[config.mk]
export PLATFORM = sky130hd
export DESIGN_NAME = alu_mismatch_logger
export DESIGN_NICKNAME = d
export VERILOG_FILES = /design/src/rtl/alu_mismatch_logger_pkg.sv /design/src/rtl/alu_mismatch_logger_fifo.sv /design/src/rtl/alu_mismatch_logger.sv
export SDC_FILE = /design/constraint.sdc
export NUM_CORES = 1
export LEC_CHECK = 0
export ABC_AREA = 1
export ABC_CLOCK_PERIOD_IN_PS = 3000
export BUFFER_PORTS_ARGS = -buffer_cell sky130_fd_sc_hd__clkbuf_2
export CAP_MARGIN = 20
export CORE_UTILIZATION = 60
export CTS_CLUSTER_DIAMETER = 120
export DETAILED_ROUTE_END_ITERATION = 8
export MAX_ROUTING_LAYER = met4
export PLACE_DENSITY = 0.88
export SLEW_MARGIN = 20
export SYNTH_ARGS = -nofsm -noshare
export SYNTH_HDL_FRONTEND = slang
export SYNTH_HIERARCHICAL = 1
export SYNTH_SLANG_ARGS = --single-unit
export TNS_END_PERCENT = 1
[constraint.sdc]
create_clock -name wb_clk_i -period 3 [get_ports wb_clk_i]
set_input_delay 0.15 -clock wb_clk_i [delete_from_list [all_inputs] [get_ports wb_clk_i]]
set_output_delay 0.15 -clock wb_clk_i [all_outputs]
set_load 0.02 [all_outputs]
[src/rtl/alu_mismatch_logger_pkg.sv]
// Shared types and constants for the ALU lockstep mismatch logger.
// Holds the FSM encoding, the captured-entry layout and an entry packing helper.
package alu_mismatch_logger_pkg;

  typedef enum logic [1:0] {
    ST_IDLE = 2'd0,
    ST_RUN  = 2'd1,
    ST_HALT = 2'd2
  } state_t;

  localparam int ENTRY_W  = 14;

  // Entry layout, MSB first: {sel1, sel2, out1, out2, carry1, carry2}
  localparam int SEL1_LSB = 12;
  localparam int SEL2_LSB = 10;
  localparam int OUT1_LSB = 6;
  localparam int OUT2_LSB = 2;
  localparam int C1_BIT   = 1;
  localparam int C2_BIT   = 0;

  function automatic logic [ENTRY_W-1:0] pack_entry(
    input logic [1:0] sel1,
    input logic [1:0] sel2,
    input logic [3:0] out1,
    input logic [3:0] out2,
    input logic       c1,
    input logic       c2
  );
    logic [ENTRY_W-1:0] e;
    e = '0;
    e[SEL1_LSB +: 2] = sel1;
    e[SEL2_LSB +: 2] = sel2;
    e[OUT1_LSB +: 4] = out1;
    e[OUT2_LSB +: 4] = out2;
    e[C1_BIT]        = c1;
    e[C2_BIT]        = c2;
    return e;
  endfunction

endpackage

[src/rtl/alu_mismatch_logger_fifo.sv]
// First-word-fall-through FIFO for captured mismatch entries.
// Pointers carry an extra MSB so full and empty are told apart without a counter.
module mismatch_fifo #(
  parameter int DEPTH = 4,
  parameter int W     = 14
) (
  input  logic                     clk,
  input  logic                     rst_n,
  input  logic                     clear,
  input  logic                     push,
  input  logic                     pop,
  input  logic [W-1:0]             din,
  output logic [W-1:0]             dout,
  output logic                     full,
  output logic                     empty,
  output logic [$clog2(DEPTH):0]   count
);

  localparam int AW = $clog2(DEPTH);

  logic [W-1:0] mem [DEPTH];
  logic [AW:0]  wr_ptr;
  logic [AW:0]  rd_ptr;
  logic         do_push;
  logic         do_pop;

  assign empty = (wr_ptr == rd_ptr);
  assign full  = (wr_ptr[AW] != rd_ptr[AW]) && (wr_ptr[AW-1:0] == rd_ptr[AW-1:0]);
  assign count = wr_ptr - rd_ptr;
  assign dout  = mem[rd_ptr[AW-1:0]];

  // When full, a simultaneous pop frees the head slot, which is the one written.
  assign do_push = push && (!full || pop);
  assign do_pop  = pop && !empty;

  always_ff @(posedge clk or negedge rst_n) begin
    if (!rst_n) begin
      wr_ptr <= '0;
      rd_ptr <= '0;
      for (int i = 0; i < DEPTH; i++) mem[i] <= '0;
    end else if (clear) begin
      wr_ptr <= '0;
      rd_ptr <= '0;
    end else begin
      if (do_push) begin
        mem[wr_ptr[AW-1:0]] <= din;
        wr_ptr              <= wr_ptr + 1'b1;
      end
      if (do_pop) rd_ptr <= rd_ptr + 1'b1;
    end
  end

endmodule

[src/rtl/alu_mismatch_logger.sv]
// Lockstep ALU pair checker: counts samples and mismatches, captures mismatching
// samples into a FIFO and halts logging once a programmable mismatch count is hit.
module alu_mismatch_logger
  import alu_mismatch_logger_pkg::*;
#(
  parameter int DEPTH  = 4,
  parameter int SCNT_W = 16,
  parameter int MCNT_W = 8
) (
  input  logic                wb_clk_i,
  input  logic                wb_rst_n,
  input  logic                enable_i,
  input  logic                clear_i,
  input  logic [MCNT_W-1:0]   thresh_i,
  input  logic                sample_i,
  input  logic [1:0]          alu_sel1_i,
  input  logic [1:0]          alu_sel2_i,
  input  logic [3:0]          alu_out1_i,
  input  logic [3:0]          alu_out2_i,
  input  logic                carry1_i,
  input  logic                carry2_i,
  input  logic [3:0]          x_i,
  input  logic                pop_i,
  output logic [ENTRY_W-1:0]  entry_o,
  output logic                entry_valid_o,
  output logic [SCNT_W-1:0]   sample_cnt_o,
  output logic [MCNT_W-1:0]   mismatch_cnt_o,
  output logic                overflow_o,
  output logic                halted_o,
  output logic                irq_o,
  output logic [1:0]          state_o
);

  // Drain handshake: entry_o is meaningful only while entry_valid_o is high; a
  // cycle with entry_valid_o && pop_i consumes the head, pop_i alone is ignored.

  state_t              state, state_n;
  logic                accept;
  logic                mism;
  logic                log_mism;
  logic [MCNT_W-1:0]   mcnt_next;
  logic                fifo_full;
  logic                fifo_empty;
  logic [$clog2(DEPTH):0] fifo_count;
  logic                unused_count;
  logic [ENTRY_W-1:0]  entry_in;

  assign mism      = (x_i != 4'd0) | (carry1_i ^ carry2_i);
  assign accept    = sample_i && (state == ST_RUN) && !clear_i;
  assign log_mism  = accept && mism;
  assign mcnt_next = (mismatch_cnt_o == '1) ? mismatch_cnt_o : mismatch_cnt_o + 1'b1;
  assign entry_in  = pack_entry(alu_sel1_i, alu_sel2_i, alu_out1_i, alu_out2_i,
                                carry1_i, carry2_i);

  always_comb begin
    state_n = state;
    case (state)
      ST_IDLE: if (enable_i) state_n = ST_RUN;
      ST_RUN: begin
        if (log_mism && (thresh_i != '0) && (mcnt_next == thresh_i)) state_n = ST_HALT;
        else if (!enable_i) state_n = ST_IDLE;
      end
      ST_HALT: state_n = ST_HALT;
      default: state_n = ST_IDLE;
    endcase
    if (clear_i) state_n = ST_IDLE;
  end

  always_ff @(posedge wb_clk_i or negedge wb_rst_n) begin
    if (!wb_rst_n) begin
      state          <= ST_IDLE;
      sample_cnt_o   <= '0;
      mismatch_cnt_o <= '0;
      overflow_o     <= 1'b0;
      irq_o          <= 1'b0;
    end else if (clear_i) begin
      state          <= ST_IDLE;
      sample_cnt_o   <= '0;
      mismatch_cnt_o <= '0;
      overflow_o     <= 1'b0;
      irq_o          <= 1'b0;
    end else begin
      state <= state_n;
      irq_o <= log_mism;
      if (accept && (sample_cnt_o != '1)) sample_cnt_o <= sample_cnt_o + 1'b1;
      if (log_mism) mismatch_cnt_o <= mcnt_next;
      if (log_mism && fifo_full && !pop_i) overflow_o <= 1'b1;
    end
  end

  assign halted_o      = (state == ST_HALT);
  assign state_o       = state;
  assign entry_valid_o = !fifo_empty;
  assign unused_count  = ^fifo_count;

  mismatch_fifo #(
    .DEPTH (DEPTH),
    .W     (ENTRY_W)
  ) u_fifo (
    .clk   (wb_clk_i),
    .rst_n (wb_rst_n),
    .clear (clear_i),
    .push  (log_mism),
    .pop   (pop_i),
    .din   (entry_in),
    .dout  (entry_o),
    .full  (fifo_full),
    .empty (fifo_empty),
    .count (fifo_count)
  );

endmodule

* Word-level counts from Yosys, hierarchy flattened
Cells that the tools add are included.
Word-level totals: register bits 90, input port bits 32, output and inout bits 44, logic and storage cells 83
Cells by class: $add $sub $neg 4, order comparisons 3, eq/ne operators 10, mux-type cells 23, bitwise logic cells 5, reductions and logical operators 27
Operator list (number):
- 56-bit bitwise mux | 1
- 14-bit two-way mux | 3
- 16-bit two-way mux | 2
- 14-bit binary-select mux with 2-bit select | 1
- 14-bit demux with 2-bit select | 1
- 8-bit two-way mux | 3
- 16-bit by 1-bit adder with 16-bit output (second input constant) | 1
- 16-bit != test (second input constant) | 1
- 1-bit logical AND | 12
- 3-bit two-way mux | 4
- 2-bit nonzero test | 5
- 8-bit by 1-bit adder with 8-bit output (second input constant) | 1
- 8-bit equality test | 1
- 8-bit equality test (second input constant) | 1
- 2-bit two-way mux | 4
- 8-bit nonzero test | 1
- 3-bit by 1-bit adder with 3-bit output (second input constant) | 2
- 3-bit greater-or-equal comparator (second input constant) | 2
- 2-bit NOT with 3-bit output | 2
- 2-bit case mux with 3 select lines | 1
- 1-bit zero test | 4
- 4-bit by 3-bit != test with 1-bit output (second input constant) | 1
- 2-bit AND reduction | 2
- 4-bit nonzero test | 1
- other kinds (13) | 15

* Depth between registers and ports, before layout
Gate-level depths: netlist (run 1).
word-level depth 9, gate-level depth with buffers 12, gate-level depth less buffers 12

* Hierarchy
Netlist (run 1), hierarchy kept.
By module, submodules not included:
- mismatch_fifo | times used 1, cells an instance 382, area an instance 3035.4 um^2, sequential area each 1551.5 um^2
- alu_mismatch_logger | times used 1, cells an instance 273, area an instance 1893.1 um^2, sequential area each 700.7 um^2

* Least setup slack after synthesis (run 1)
Ideal clock, no wire load.
kind reg-to-reg, start register u_fifo.rd_ptr[1], end register u_fifo/mem[12] in the netlist's numbering, library setup time 65 ps, arrival 1844 ps, required time 2935 ps, path slack 1091 ps, cell stages (with the launch flop) 12, path buffers 2, clock period less this slack 1909 ps, cell sequence dfrtp_1 -> inv_1 -> clkbuf_1 -> ha_1 -> nand2_1 -> inv_1 -> nand3_2 -> nand3_4 -> nor2_4 -> buf_6 -> nand2_1 -> nand2_1
On the way: cells in the longest elaborated chain, start to end 6
RTL lines:
- start: declaration | RTL line alu_mismatch_logger_fifo.sv:23 | logic [AW:0] rd_ptr;
- start signal: assignment | RTL line alu_mismatch_logger_fifo.sv:49 | if (do_pop) rd_ptr <= rd_ptr + 1'b1;
- 2-bit equality test | RTL line alu_mismatch_logger_fifo.sv:28 | assign full = (wr_ptr[AW] != rd_ptr[AW]) && (wr_ptr[AW-1:0] == rd_ptr[AW-1:0]);
- 1-bit logical AND | RTL line alu_mismatch_logger_fifo.sv:28
- 1-bit zero test | RTL line alu_mismatch_logger_fifo.sv:33 | assign do_push = push && (!full || pop);
- 1-bit logical OR | RTL line alu_mismatch_logger_fifo.sv:33
- 1-bit logical AND | RTL line alu_mismatch_logger_fifo.sv:33
- 2-bit AND reduction (no source line)
- end signal: indexed assignment | RTL line alu_mismatch_logger_fifo.sv:46 | mem[wr_ptr[AW-1:0]] <= din;
- end: declaration | RTL line alu_mismatch_logger_fifo.sv:21 | logic [W-1:0] mem [DEPTH];
Every way passes these cells. A chain may end at the register's enable or synchronous reset.

* Worst setup path after layout (run 1)
start register u_fifo.rd_ptr[0], end output entry_o[5]
On the way: cells in the longest elaborated chain, start to end 4
RTL lines:
- 2-bit NOT with 3-bit output (not written as such) | RTL line alu_mismatch_logger_fifo.sv:30 | assign dout = mem[rd_ptr[AW-1:0]];
- 14-bit binary-select mux with 2-bit select | RTL line alu_mismatch_logger_fifo.sv:30
- 14-bit two-way mux (not written as such) (2 in a row) | RTL line alu_mismatch_logger_fifo.sv:30
- end: declaration | RTL line alu_mismatch_logger.sv:24 | output logic [ENTRY_W-1:0] entry_o,
Every way passes these cells. The select of a mux whose other input is x is not followed.

==> run_results.csv, run 1 <==
group,metric,value,unit
detailed_routing,wl_per_cell,14.7,um
global_route,grt_pass1_wl,20000,um
floorplanning,initial_core_util,62.7,%
clock_network,cts_setup_buffers,0,
status,outcome,"finished clean",
hold_path,worstHoldPathCells,3,
detailed_routing,vias,4678,
synth,syn_area,0.00489,mm^2
critical_path,worstRegToRegCells,6,
clock_network,cts-root-buf,"clkbuf_8",
place,dp.cells,812,
floorplanning,io_pins,76,
critical_path,worstSetupPathType,"flip-flop to primary output",
sta,fin_tns_setup,0,ps
detailed_routing,antenna_left,0,
clock_network,numClockSinks,90,
global_route,globalRouteOverflowTotal,0,
clock_network,insertion_delay,350,ps
sta,min_period,2550,ps
detailed_routing,drt_iter0_drc,298,
detailed_routing,drt-vias-per-instance,5.65,
finish,drive_gt1_share,17.4,%
critical_path,cp.required,2850,ps
run,cap_violations,0,
synth,synth_nets,692,
critical_path,reg2reg_slack,760,ps
critical_path,critPathLaunchType,"flip-flop",
clock_network,cts_tree,"done",
sta,setup_violations,0,
sta,finalMaxSlewViolations,0,
critical_path,setup.worst_path.end_class,"primary output",
place,numPortBuffers,75,
critical_path,r2r_start,"state_o[1]$_DFFE_PN0P_",
place,place_ws,809,ps
finish,final_cell_mix,"253 x nand2_1, 90 x dfrtp_1, 74 x clkbuf_2, 57 x nor2_1, 55 x inv_1",
synth,syn_avg_cell_area,7.51,um^2
floorplanning,coreArea,0.00781,mm^2
sta,worst_pin_slew,862,ps
finish,antennaDiodeCount,0,
floorplanning,dieArea,0.00852,mm^2
sta,skew,10.0,ps
detailed_routing,dr.pass1.iters,5,
clock_network,path_clk_slew,90,ps
finish,nets,763,
place,hpwlAfterDp,8200,um
floorplanning,rows,32,
pwr,irDropWorstVdd,0.470,mV
hold_path,worstHoldStart,"alu_out1_i[2]",
finish,area_growth_syn_to_layout,13.2,%
clock_network,cts_made_buffers,9,
clock_network,htreeDepth,3,
sta,rsz0062_at_grt,"no",
floorplanning,die_width,92.3,um
floorplanning,die_h,92.3,um
global_route,grt_pass1_vias,4368,
critical_path,r2r_end,"u_fifo/mem[31]$_DFFE_PN0P_",
detailed_routing,drcViolationCount,0,
critical_path,critPathArrivalTime,2400,ps
sta,post-route-period-util,85.1,%
sta,worst_slack,448,ps
global_route,antenna_found_initial,0,
finish,fin_cells,828,
pwr,power.density,597,mW/mm^2
place,gp_congestion,0.875,
sta,max_freq,392,MHz
hold_path,hold_path_end,"u_fifo/mem[8]$_DFFE_PN0P_",
sta,slew_headroom,42.5,%
clock_network,clockBufferDepth,2,
detailed_routing,wirelength,12100,um
synth,ys_warn_count,6,
global_route,grt_start_max_net_pins,91,
global_route,track_usage,30.7,%
sta,hold_viol,0,
finish,layout_commonest_cell,"nand2_1",
hold_path,min_path_type,"input pin to flip-flop",
critical_path,crit_fanout,29,
synth,syn_inst,651,
pwr,leakagePower,3.01,nW
[power breakdown]
| part | internal (mW) | total, mW | leakage (nW) | switching (mW) |
|---|---|---|---|---|
| registers | 1.31 | 1.38 | 1.23 | 0.0776 |
| logic | 0.331 | 1.03 | 1.67 | 0.702 |
| clock network | 0.469 | 0.891 | 0.110 | 0.422 |
[worst max-delay path, stage by stage, from the launching register on]
cell and delay [ps]:
dfrtp_1 510, buf_4 270, inv_1 650, o21ai_0 210
o22ai_1 190, clkbuf_2 200
[how the worst max path moves through the flow]
stage / startpoint / to / slack (ps) / cells past startpoint
floorplan: u_fifo/rd_ptr[1]$_DFFE_PN0P_ / u_fifo/mem[12]$_DFFE_PN0P_ / 1160 / 11
global placement: u_fifo/rd_ptr[0]$_DFFE_PN0P_ / entry_o[10] / 920 / 5
detailed placement: state_o[1]$_DFFE_PN0P_ / u_fifo/mem[40]$_DFFE_PN0P_ / 810 / 6
CTS: u_fifo/rd_ptr[0]$_DFFE_PN0P_ / entry_o[5] / 470 / 5
global route: u_fifo/rd_ptr[0]$_DFFE_PN0P_ / entry_o[2] / 250 / 5
finish: u_fifo/rd_ptr[0]$_DFFE_PN0P_ / entry_o[5] / 450 / 5
[through the flow]
stage	utilization [%]	hold WS, ps	cell area [um^2]	power (mW)
finish	70.9	39.6	5540	3.31
global route	70.9	27.3	5540	3.47
CTS	70.7	27.1	5520	3.31
detailed placement	68.0	403	5310	2.41
global placement	68.0	401	5310	2.38
floorplan	-	-146	4890	2.05
[metal layers]
metal | wire (um) | GRT usage [%] | up-vias
li1 | - | - | 2209
met1 | 4950 | 38.6 | 2212
met2 | 6150 | 49.9 | 231
met3 | 865 | 5.83 | 26
met4 | 174 | 11.1 | 0
met5 | 0 | - | -
[area by class of cell]
type,instances,area (um^2)
well taps,102,128
inverters,58,218
clock buffers,9,124
clock inverters,6,91.3
flip-flops and latches,90,2250
fillers,642,2270
multi-input cells,482,2290
repair buffers,81,429
[sequential cells by signal, indices dropped and copies added, names as in the netlist]
name,cells
u_fifo/mem,56
sample_cnt_o,16
mismatch_cnt_o,8
u_fifo/rd_ptr,3
u_fifo/wr_ptr,3
state_o,2
irq_o,1
overflow_o,1
[timing repair]
action                                  CTS  global route
hold endpoints to repair                  0            90
gates resized for setup                   0             0
hold buffers                              0             1
endpoints found under the setup margin    0             0
(Power assumes the default switching activity.)
==> run 2: changes to the inputs <==
--- a/config.mk
+++ b/config.mk
@@ -13,7 +13,7 @@
 export CTS_CLUSTER_DIAMETER = 120
 export DETAILED_ROUTE_END_ITERATION = 8
 export MAX_ROUTING_LAYER = met4
-export PLACE_DENSITY = 0.88
+export PLACE_DENSITY = 0.84
 export SLEW_MARGIN = 20
 export SYNTH_ARGS = -nofsm -noshare
 export SYNTH_HDL_FRONTEND = slang
==> run_results.csv, run 2 (same netlist as run 1, synthesis figures left out) <==
group,metric,value,unit
status,outcome,"finished clean",
detailed_routing,top_layer,"met4",
sta,worst_pin_slew,841,ps
floorplanning,io_pins,76,
finish,nets,766,
sta,rsz0062_at_grt,"no",
clock_network,htreeDepth,3,
run,cap_violations,0,
critical_path,cp_cell_sequence,"buf_4 -> inv_1 -> o21ai_0 -> o22ai_1 -> clkbuf_2",
critical_path,crit_fanout,29,
clock_network,numClockSinks,90,
finish,final_cell_mix,"253 x nand2_1, 90 x dfrtp_1, 74 x clkbuf_2, 57 x nor2_1, 55 x inv_1",
sta,finalMaxSlewViolations,0,
pwr,power.density,587,mW/mm^2
sta,setup_violations,0,
finish,top_register,"u_fifo/mem",
floorplanning,dieArea,0.00852,mm^2
hold_path,worstHoldPathCells,3,
critical_path,setup.worst_path.end_class,"primary output",
detailed_routing,wl_per_cell,13.9,um
detailed_routing,dr.pass1.iters,5,
critical_path,r2r_start,"state_o[1]$_DFFE_PN0P_",
sta,fin_tns_setup,0,ps
finish,antennaDiodeCount,0,
global_route,track_usage,30.2,%
clock_network,insertion_delay,360,ps
place,numPortBuffers,75,
finish,multi_input_area,0.00229,mm^2
sta,slew_headroom,43.9,%
hold_path,worstHoldStart,"alu_sel2_i[0]",
global_route,grt_pass1_vias,4266,
finish,layout_commonest_cell,"nand2_1",
floorplanning,die_h,92.3,um
critical_path,critPathLaunchType,"flip-flop",
hold_path,hold_path_end,"u_fifo/mem[52]$_DFFE_PN0P_",
place,place_ws,795,ps
critical_path,reg2reg_slack,740,ps
place,hpwlAfterDp,8050,um
pwr,leakagePower,3.02,nW
critical_path,slowest_stage,"inv_1",
detailed_routing,vias,4554,
detailed_routing,drcViolationCount,0,
finish,final_area,0.00556,mm^2
clock_network,cts-root-buf,"clkbuf_8",
detailed_routing,routed-wl-met3,708,um
detailed_routing,drt_iter0_drc,289,
detailed_routing,antenna_left,0,
finish,area_growth_syn_to_layout,13.7,%
critical_path,worstSetupPathType,"flip-flop to primary output",
global_route,antenna_found_initial,0,
floorplanning,die_width,92.3,um
finish,drive_gt1_share,17.8,%
sta,skew,14.7,ps
critical_path,critPathArrivalTime,2430,ps
finish,utilization,71.2,%
floorplanning,initial_core_util,62.7,%
finish,largest_register_ffs,56,
sta,min_period,2580,ps
clock_network,path_clk_slew,100,ps
critical_path,worstRegToRegCells,6,
global_route,grt_pass1_wl,19800,um
global_route,grt_start_max_net_pins,48,
detailed_routing,drt-vias-per-instance,5.47,
hold_path,min_path_type,"input pin to flip-flop",
sta,hold_viol,0,
global_route,globalRouteOverflowTotal,0,
floorplanning,coreArea,0.00781,mm^2
clock_network,cts_made_buffers,9,
detailed_routing,wirelength,11600,um
place,gp_congestion,0.891,
finish,regArea,0.00225,mm^2
critical_path,slowest_delay,630,ps
place,place_area,0.00534,mm^2
sta,max_freq,388,MHz
sta,worst_slack,424,ps
critical_path,r2r_end,"u_fifo/mem[15]$_DFFE_PN0P_",
detailed_routing,met2WireLength,5400,um
sta,post-route-period-util,85.9,%
clock_network,clockBufferDepth,2,
clock_network,cts_setup_buffers,0,
pwr,irDropWorstVdd,0.381,mV
critical_path,cp.required,2850,ps
detailed_routing,wl_met1,5280,um
finish,fillers,651,
floorplanning,rows,32,
finish,reg_top3,"u_fifo/mem (56), sample_cnt_o (16), mismatch_cnt_o (8)",
clock_network,cts_tree,"done",
==> run 2: cell types whose count changed in the layout (fill, tap and decap cells not counted), sizes merged <==
cell      before  now
buf            6    9
bufinv         2    1
inv           59   62
clkinvlp       0    1
clkinv         3    1
==> run 2: metal layers <==
| metal | vias up | GRT usage, % |
|---|---|---|
| met5 | - | - |
| met4 | 0 | 10.9 |
| met3 | 20 | 4.60 |
| met2 | 183 | 47.0 |
| met1 | 2131 | 40.6 |
| li1 | 2220 | - |
==> run 2: area by class of cell <==
class / instances / share of cell area (%)
inverters: 58 / 3.92
well taps: 102 / 2.30
clock inverters: 7 / 1.51
clock buffers: 9 / 2.23
repair buffers: 84 / 8.28
multi-input cells: 482 / 41.3
flip-flops and latches: 90 / 40.5
==> run 2: worst max-delay path by stage <==
stage | start | end | slack (ps) | depth (start not counted)
finish | u_fifo/rd_ptr[0]$_DFFE_PN0P_ | entry_o[0] | 420 | 5
global route | u_fifo/rd_ptr[0]$_DFFE_PN0P_ | entry_o[0] | 290 | 5
CTS | u_fifo/rd_ptr[0]$_DFFE_PN0P_ | entry_o[0] | 460 | 5
detailed placement | state_o[1]$_DFFE_PN0P_ | u_fifo/mem[19]$_DFFE_PN0P_ | 800 | 6
global placement | u_fifo/rd_ptr[0]$_DFFE_PN0P_ | entry_o[11] | 890 | 5
floorplan | u_fifo/rd_ptr[1]$_DFFE_PN0P_ | u_fifo/mem[12]$_DFFE_PN0P_ | 1160 | 11
==> run 2: per-stage QoR <==
| stage | hold slack [ps] | cells | total power [mW] |
|---|---|---|---|
| 3_3_place_gp | 172 | 815 | 2.39 |
| 6_report | 28.5 | 832 | 3.27 |
| 2_1_floorplan | -146 | 651 | 2.05 |
| 5_1_grt | 30.7 | 832 | 3.45 |
| 4_1_cts | 18.6 | 832 | 3.28 |
| 3_5_place_dp | 174 | 815 | 2.41 |
==> run 2: critical path, delay by kind of cell (launching register included) <==
| family | cells | cell delay [ps] |
|---|---|---|
| AO/OA/AOI/OAI | 2 | 380 |
| buffers and inverters | 3 | 1120 |
| flip-flops | 1 | 540 |
==> run 2: where the power goes <==
| part | leakage [nW] | total, mW | switching [mW] | internal, mW |
|---|---|---|---|---|
| logic | 1.69 | 1.01 | 0.672 | 0.335 |
| clock network | 0.103 | 0.872 | 0.471 | 0.401 |
| registers | 1.23 | 1.39 | 0.0791 | 1.31 |
==> run 2: repair_timing <==
| item | 4_1_cts | 5_1_grt |
|---|---|---|
| hold buffers | 1 | 0 |
| resized for setup | 0 | 0 |
| hold endpoints to repair | 43 | 0 |
